==> src/rtl/apb_requester_pkg.sv <==
// Shared types and constants for the APB4 requester.
package apb_requester_pkg;

  typedef enum logic [1:0] {
    StIdle,
    StSetup,
    StAccess,
    StResp
  } state_e;

  localparam logic [2:0] APB_PPROT_DEFAULT = 3'b000;

endpackage

==> src/rtl/apb_requester.sv <==
// Single-outstanding APB4 requester: turns one command into one APB transfer and
// returns one response, with an optional ACCESS-phase wait timeout.
module apb_requester
  import apb_requester_pkg::*;
#(
  parameter int unsigned ADDR_WIDTH     = 11,
  parameter int unsigned TIMEOUT_CYCLES = 256
) (
  input  logic                  clk,
  input  logic                  rst_n,
  input  logic                  cmd_valid,
  output logic                  cmd_ready,
  input  logic [ADDR_WIDTH-1:0] cmd_addr,
  input  logic                  cmd_write,
  input  logic [31:0]           cmd_wdata,
  input  logic [3:0]            cmd_strb,
  output logic                  rsp_valid,
  input  logic                  rsp_ready,
  output logic [31:0]           rsp_rdata,
  output logic                  rsp_slverr,
  output logic                  rsp_timeout,
  output logic                  psel,
  output logic                  penable,
  output logic                  pwrite,
  output logic [ADDR_WIDTH-1:0] paddr,
  output logic [31:0]           pwdata,
  output logic [3:0]            pstrb,
  output logic [2:0]            pprot,
  input  logic [31:0]           prdata,
  input  logic                  pready,
  input  logic                  pslverr
);

  localparam int unsigned CntWidth = (TIMEOUT_CYCLES == 0) ? 1 : $clog2(TIMEOUT_CYCLES + 1);
  localparam logic [CntWidth-1:0] CntLast = CntWidth'(TIMEOUT_CYCLES - 1);
  localparam logic [CntWidth-1:0] CntMax  = '1;

  state_e              state_q;
  logic [CntWidth-1:0] cnt_q;

  assign cmd_ready = (state_q == StIdle);
  assign pprot     = APB_PPROT_DEFAULT;

  always_ff @(posedge clk or negedge rst_n) begin
    if (!rst_n) begin
      state_q     <= StIdle;
      cnt_q       <= '0;
      psel        <= 1'b0;
      penable     <= 1'b0;
      pwrite      <= 1'b0;
      paddr       <= '0;
      pwdata      <= '0;
      pstrb       <= '0;
      rsp_valid   <= 1'b0;
      rsp_rdata   <= '0;
      rsp_slverr  <= 1'b0;
      rsp_timeout <= 1'b0;
    end else begin
      unique case (state_q)
        StIdle: begin
          if (cmd_valid) begin
            paddr   <= cmd_addr;
            pwrite  <= cmd_write;
            pwdata  <= cmd_wdata;
            pstrb   <= cmd_write ? cmd_strb : 4'b0000;
            psel    <= 1'b1;
            state_q <= StSetup;
          end
        end
        StSetup: begin
          penable <= 1'b1;
          cnt_q   <= '0;
          state_q <= StAccess;
        end
        StAccess: begin
          if (pready) begin
            psel        <= 1'b0;
            penable     <= 1'b0;
            rsp_valid   <= 1'b1;
            rsp_rdata   <= pwrite ? 32'h0 : prdata;
            rsp_slverr  <= pslverr;
            rsp_timeout <= 1'b0;
            state_q     <= StResp;
          end else if (TIMEOUT_CYCLES != 0 && cnt_q == CntLast) begin
            // This wait cycle is the last one allowed: abandon the transfer.
            cnt_q       <= cnt_q + 1'b1;
            psel        <= 1'b0;
            penable     <= 1'b0;
            rsp_valid   <= 1'b1;
            rsp_rdata   <= 32'h0;
            rsp_slverr  <= 1'b1;
            rsp_timeout <= 1'b1;
            state_q     <= StResp;
          end else if (cnt_q != CntMax) begin
            cnt_q <= cnt_q + 1'b1;
          end
        end
        StResp: begin
          if (rsp_ready) begin
            rsp_valid <= 1'b0;
            state_q   <= StIdle;
          end
        end
        default: state_q <= StIdle;
      endcase
    end
  end

endmodule

==> config.mk <==
export PLATFORM = sky130hd
export DESIGN_NAME = apb_requester
export DESIGN_NICKNAME = d
export VERILOG_FILES = /design/src/rtl/apb_requester_pkg.sv /design/src/rtl/apb_requester.sv
export SDC_FILE = /design/constraint.sdc
export NUM_CORES = 1
export LEC_CHECK = 0
export CAP_MARGIN = 20
export CORE_UTILIZATION = 41
export DETAILED_ROUTE_END_ITERATION = 12
export PLACE_DENSITY = 0.8
export REMOVE_ABC_BUFFERS = 1
export SKIP_CTS_REPAIR_TIMING = 1
export SYNTH_ARGS = -nofsm -noshare
export SYNTH_HDL_FRONTEND = slang
export SYNTH_SLANG_ARGS = --single-unit
==> constraint.sdc <==
create_clock -name clk -period 2.36 [get_ports clk]
set_clock_uncertainty 0.1 [all_clocks]
set_input_delay 0.472 -clock clk [delete_from_list [all_inputs] [get_ports clk]]
set_output_delay 0.472 -clock clk [all_outputs]
set_load 0.02 [all_outputs]
### Yosys cells after proc, flatten, opt, wreduce, memory -nomap -nowiden

Cells that the tools add are included.

* logic and storage cells: 59
* register bits: 96
* input port bits: 86

* $add $sub $neg: 1
* multiplexer cells: 24
* eq/ne operators: 10
* reduce and logical (&&, ||, !) cells: 12

Operators with widths (count)
* 32-bit 2-to-1 mux: 3
* 9-bit 2-to-1 mux: 3
* 9-bit one-hot mux with 2 select lines: 1
* 3-bit AND reduction: 4
* 9-bit by 1-bit adder with 9-bit output (second input constant): 1
* 9-bit by 8-bit == test with 1-bit output (second input constant): 1
* 9-bit != test (second input constant): 1
* 1-bit 2-to-1 mux: 8
* 2-bit 2-to-1 mux: 4
* 2-bit one-hot mux with 4 select lines: 1
* 2-bit nonzero test: 4
* 2-bit != test (second input constant): 3
* 3-bit != test (second input constant): 2
* 1-bit one-hot mux with 2 select lines: 3
* 2-bit AND reduction: 3
* 2-bit == test (second input constant): 2
* 4-bit 2-to-1 mux: 1
* 2-bit by 1-bit == test with 1-bit output (second input constant): 1
* 2-bit zero test: 1

### Depth between registers and ports, before layout

* depth in word-level cells: 5
* depth in mapped cells: 8
* depth with buffers taken out: 7

### Worst setup path before layout

OpenSTA, ideal clock, no wires.

* path type: register to register
* start point: register cnt_q[0]
* end point: register cnt_q[6]
* setup time: 78 ps
* setup slack: 311 ps
* path buffers: 0
* data arrival time: 1871 ps
* period minus slack after synthesis: 2049 ps
* stages on the path, launching flop included: 8
* required time: 2182 ps
* cell sequence: dfrtp_1 ha_1 nand3_1 nor2_1 ha_1 or3b_4 or4_1 a21oi_1

* cells in the longest elaborated chain, start to end: 5
* elaborated cells on any way between the ends: 9
* classes of those cells: add/sub (1); eq/ne (3); mux (4); reduce/logical (1)

RTL lines
* from (decl): RTL line apb_requester.sv:39 `logic [CntWidth-1:0] cnt_q;`
* from (signal assigned): RTL line apb_requester.sv:86 `cnt_q <= cnt_q + 1'b1;`
* from (signal assigned): RTL line apb_requester.sv:95 `cnt_q <= cnt_q + 1'b1;`
* 9-bit by 1-bit adder with 9-bit output: RTL line apb_requester.sv:86, apb_requester.sv:95
* 9-bit 2-to-1 mux: RTL line apb_requester.sv:94 `end else if (cnt_q != CntMax) begin`
* 9-bit 2-to-1 mux: RTL line apb_requester.sv:84 `end else if (TIMEOUT_CYCLES != 0 && cnt_q == CntLast) begin`
* 9-bit 2-to-1 mux: RTL line apb_requester.sv:76 `if (pready) begin`
* 9-bit one-hot mux with 2 select lines: RTL line apb_requester.sv:59 `unique case (state_q)`

Several ways; a longest one is shown, not always the timed one. The select of a mux whose other input is x is not followed.
A chain may end at the register's enable or synchronous reset.

### Worst setup path in the final report

Ends and elaborated chain as after synthesis.

==> metrics.txt <==
die height=98.27 µm; leakage=2.528 nW; CP required=2.53 ns; Port Buffer Count=171; Sink Count=96; buffers plus inverters on the worst setup path=0; Synth Register Bits=96; worst-skew pair later-pin latency=0.35 ns; gr ovfl total=0; Setup crit end kind=flip-flop; nets@finish=544; Mapped Cells=275; YS warnings=0; final hold vios=0; CP most frequent cell=ha_1; vias in the first global route=3061; DR top layer=met4; initial core utilization=42.94%; cell area power density=1308 nW/µm²; Num CTS Buffers=9; first drt pass iteration count=9; fin. max-slew vios=0; relative slew slack=59.37%; most frequent cells in the layout=clkdlybuf4s50_1 (169), dfrtp_1 (96), mux2_2 (44); delay-heaviest family, CP=simple AND/OR/NAND/NOR gates; synthesis-to-finish area growth=54.69%; GP Congestion=0.8695; DR DRC count=16; Max Cap Viol=0; largest net degree at the start of global routing=48; placed cell count=548; WS Path Type=flip-flop to flip-flop; die extent in x=98.27 µm; worst vdd ir=0.5188 mV; met2 WL=4.571 mm; crit-path max FO=5; Reg clk slew, reported paths=0.09 ns; fmax=452.5 MHz; slew of the pin with the lowest slew margin=0.6094 ns; dpl hpwl=6.827 mm; CTS tree=done; ANT nets after route=0; global-route wire length before repair=15.26 mm; Synth cell types=34; Antenna diodes=0; post-route setup TNS=0 ns; gr usage total=20.11%; Tot Pwr=7.690 mW; Die Area=9657 µm²; vias=2914; crit share post-route=93.63%; WP data arrival=2.38 ns; worst path cell trace=ha_1 -> nand3_1 -> nor2_1 -> ha_1 -> or3b_4 -> or4_1 -> a21oi_1; Post-Syn Area per Cell=13.82 µm²; count of final setup violators=0; most common cell after layout, fill and taps aside=clkdlybuf4s50_1; most used flip-flop cell after synthesis=dfrtp_1; initial antenna violation count=0; Layout Cells excl Fill=564; sequential-to-total area share from yosys stat=63.22%; CP max stage cell=dfrtp_1; total core area=8848 µm²; unrepaired setup endpoints after global routing=false; drt initial violations=85; number of synthesized flops with an enable pin=0; Clock Path Buffers=2; hold crit path type=primary input to async pin; num ports=175; async set or reset register ratio after synthesis=100.0%; Routed WL=9.241 mm; CP max stage delay=0.43 ns; metal3 WL=667 µm; Tmin final=2.210 ns; outcome=finished, violations left; Avg WL per Cell=16.38 µm; WL met1=3.873 mm; proportion of layout cells with a drive suffix above 1=16.01%; crit path launch type=flip-flop; failing checks=DRC; FP Rows=34; H-tree depth=3; post-DR vias/cell=5.167; mapped cell area=3800 µm²; Root Buffer=clkbuf_8
## flip-flops by register name, indices dropped and copies added, names as in the netlist, 2 cells and up
register / count
pstrb: 4
paddr: 11
cnt_q: 9
rsp_rdata: 32
pwdata: 32
state_q: 2
## metrics by stage
stage	hold slack [ns]	setup WS [ns]	area, µm²	util [%]
2_1_floorplan	0.07641	-0.3774	3731	-
3_3_place_gp	0.3627	0.2491	5694	64.35
3_5_place_dp	0.3742	0.1781	5694	64.35
4_1_cts	0.03384	0.01665	5876	66.40
5_1_grt	0.04683	0.006023	5878	66.43
6_report	0.009693	0.1502	5878	66.43
## report_power, final
group / internal, mW / switching (mW)
clock: 0.418 / 0.572
sequential: 2.36 / 0.382
combinational: 2.08 / 1.88
total: 4.86 / 2.83
## kinds of logic after synthesis
kind of cell | Yosys count | share of synthesized area [%]
flops | 96 | 63.22
compound gates | 66 | 13.01
mux | 47 | 13.83
simple gates | 36 | 4.939
buf+inv | 22 | 2.601
fa+ha+maj | 7 | 2.305
other cells | 1 | 0.09869
## per-layer routing
metal / GRT usage, % / up-vias
met5: 0 / -
met4: 6.200 / 0
li1: - / 1351
met2: 34.18 / 130
met1: 25.74 / 1419
met3: 4.438 / 14
## cell usage after synthesis, types with 2 or more instances
cell / count / area, µm²
nor2b_1: 2 / 12.51
mux2_2: 44 / 495.5
ha_1: 7 / 87.58
nand2b_1: 2 / 12.51
o2bb2ai_1: 3 / 26.28
nand2_1: 15 / 56.30
or4_1: 3 / 22.52
o31ai_1: 3 / 22.52
a22o_1: 34 / 297.8
mux2i_1: 3 / 30.03
nor2_1: 5 / 18.77
clkbuf_1: 6 / 22.52
nand3_1: 2 / 10.01
nand4_1: 2 / 12.51
a21oi_1: 8 / 40.04
buf_4: 3 / 22.52
inv_1: 6 / 22.52
dfrtp_1: 96 / 2402
buf_2: 4 / 20.02
o21ai_0: 11 / 55.05
buf_1: 3 / 11.26
## area by class of cell
cell class / count / area [µm²]
multi-input cells: 159 / 1315
flip-flops and latches: 96 / 2402
inverters: 6 / 22.52
repair buffers: 179 / 1822
clock inverters: 5 / 40.04
clock buffers: 11 / 141.4
well taps: 108 / 135.1
fillers: 665 / 2970
## final timing paths
path | startpoint | end | slack [ns] | depth (start not counted)
setup / recovery | cnt_q[0]$_DFFE_PN0P_ | cnt_q[6]$_DFFE_PN0P_ | 0.15 | 7
hold / removal | rst_n | state_q[0]$_DFFE_PN0P_ | 0.01 | 1
setup reg to reg | cnt_q[0]$_DFFE_PN0P_ | cnt_q[6]$_DFFE_PN0P_ | 0.15 | 7
hold reg to reg | pstrb[2]$_DFFE_PN0P_ | pstrb[2]$_DFFE_PN0P_ | 0.39 | 2
max in group asynchronous | rst_n | pwdata[28]$_DFFE_PN0P_ | 1.50 | 2
min in group clk | pstrb[2]$_DFFE_PN0P_ | pstrb[2]$_DFFE_PN0P_ | 0.39 | 2
## worst reg2reg max path, stage by stage (launching register included)
cell and delay, ns:
dfrtp_1 0.43, ha_1 0.26, nand3_1 0.09, nor2_1 0.06
ha_1 0.24, or3b_4 0.41, or4_1 0.40, a21oi_1 0.15
(Power assumes the default switching activity.)
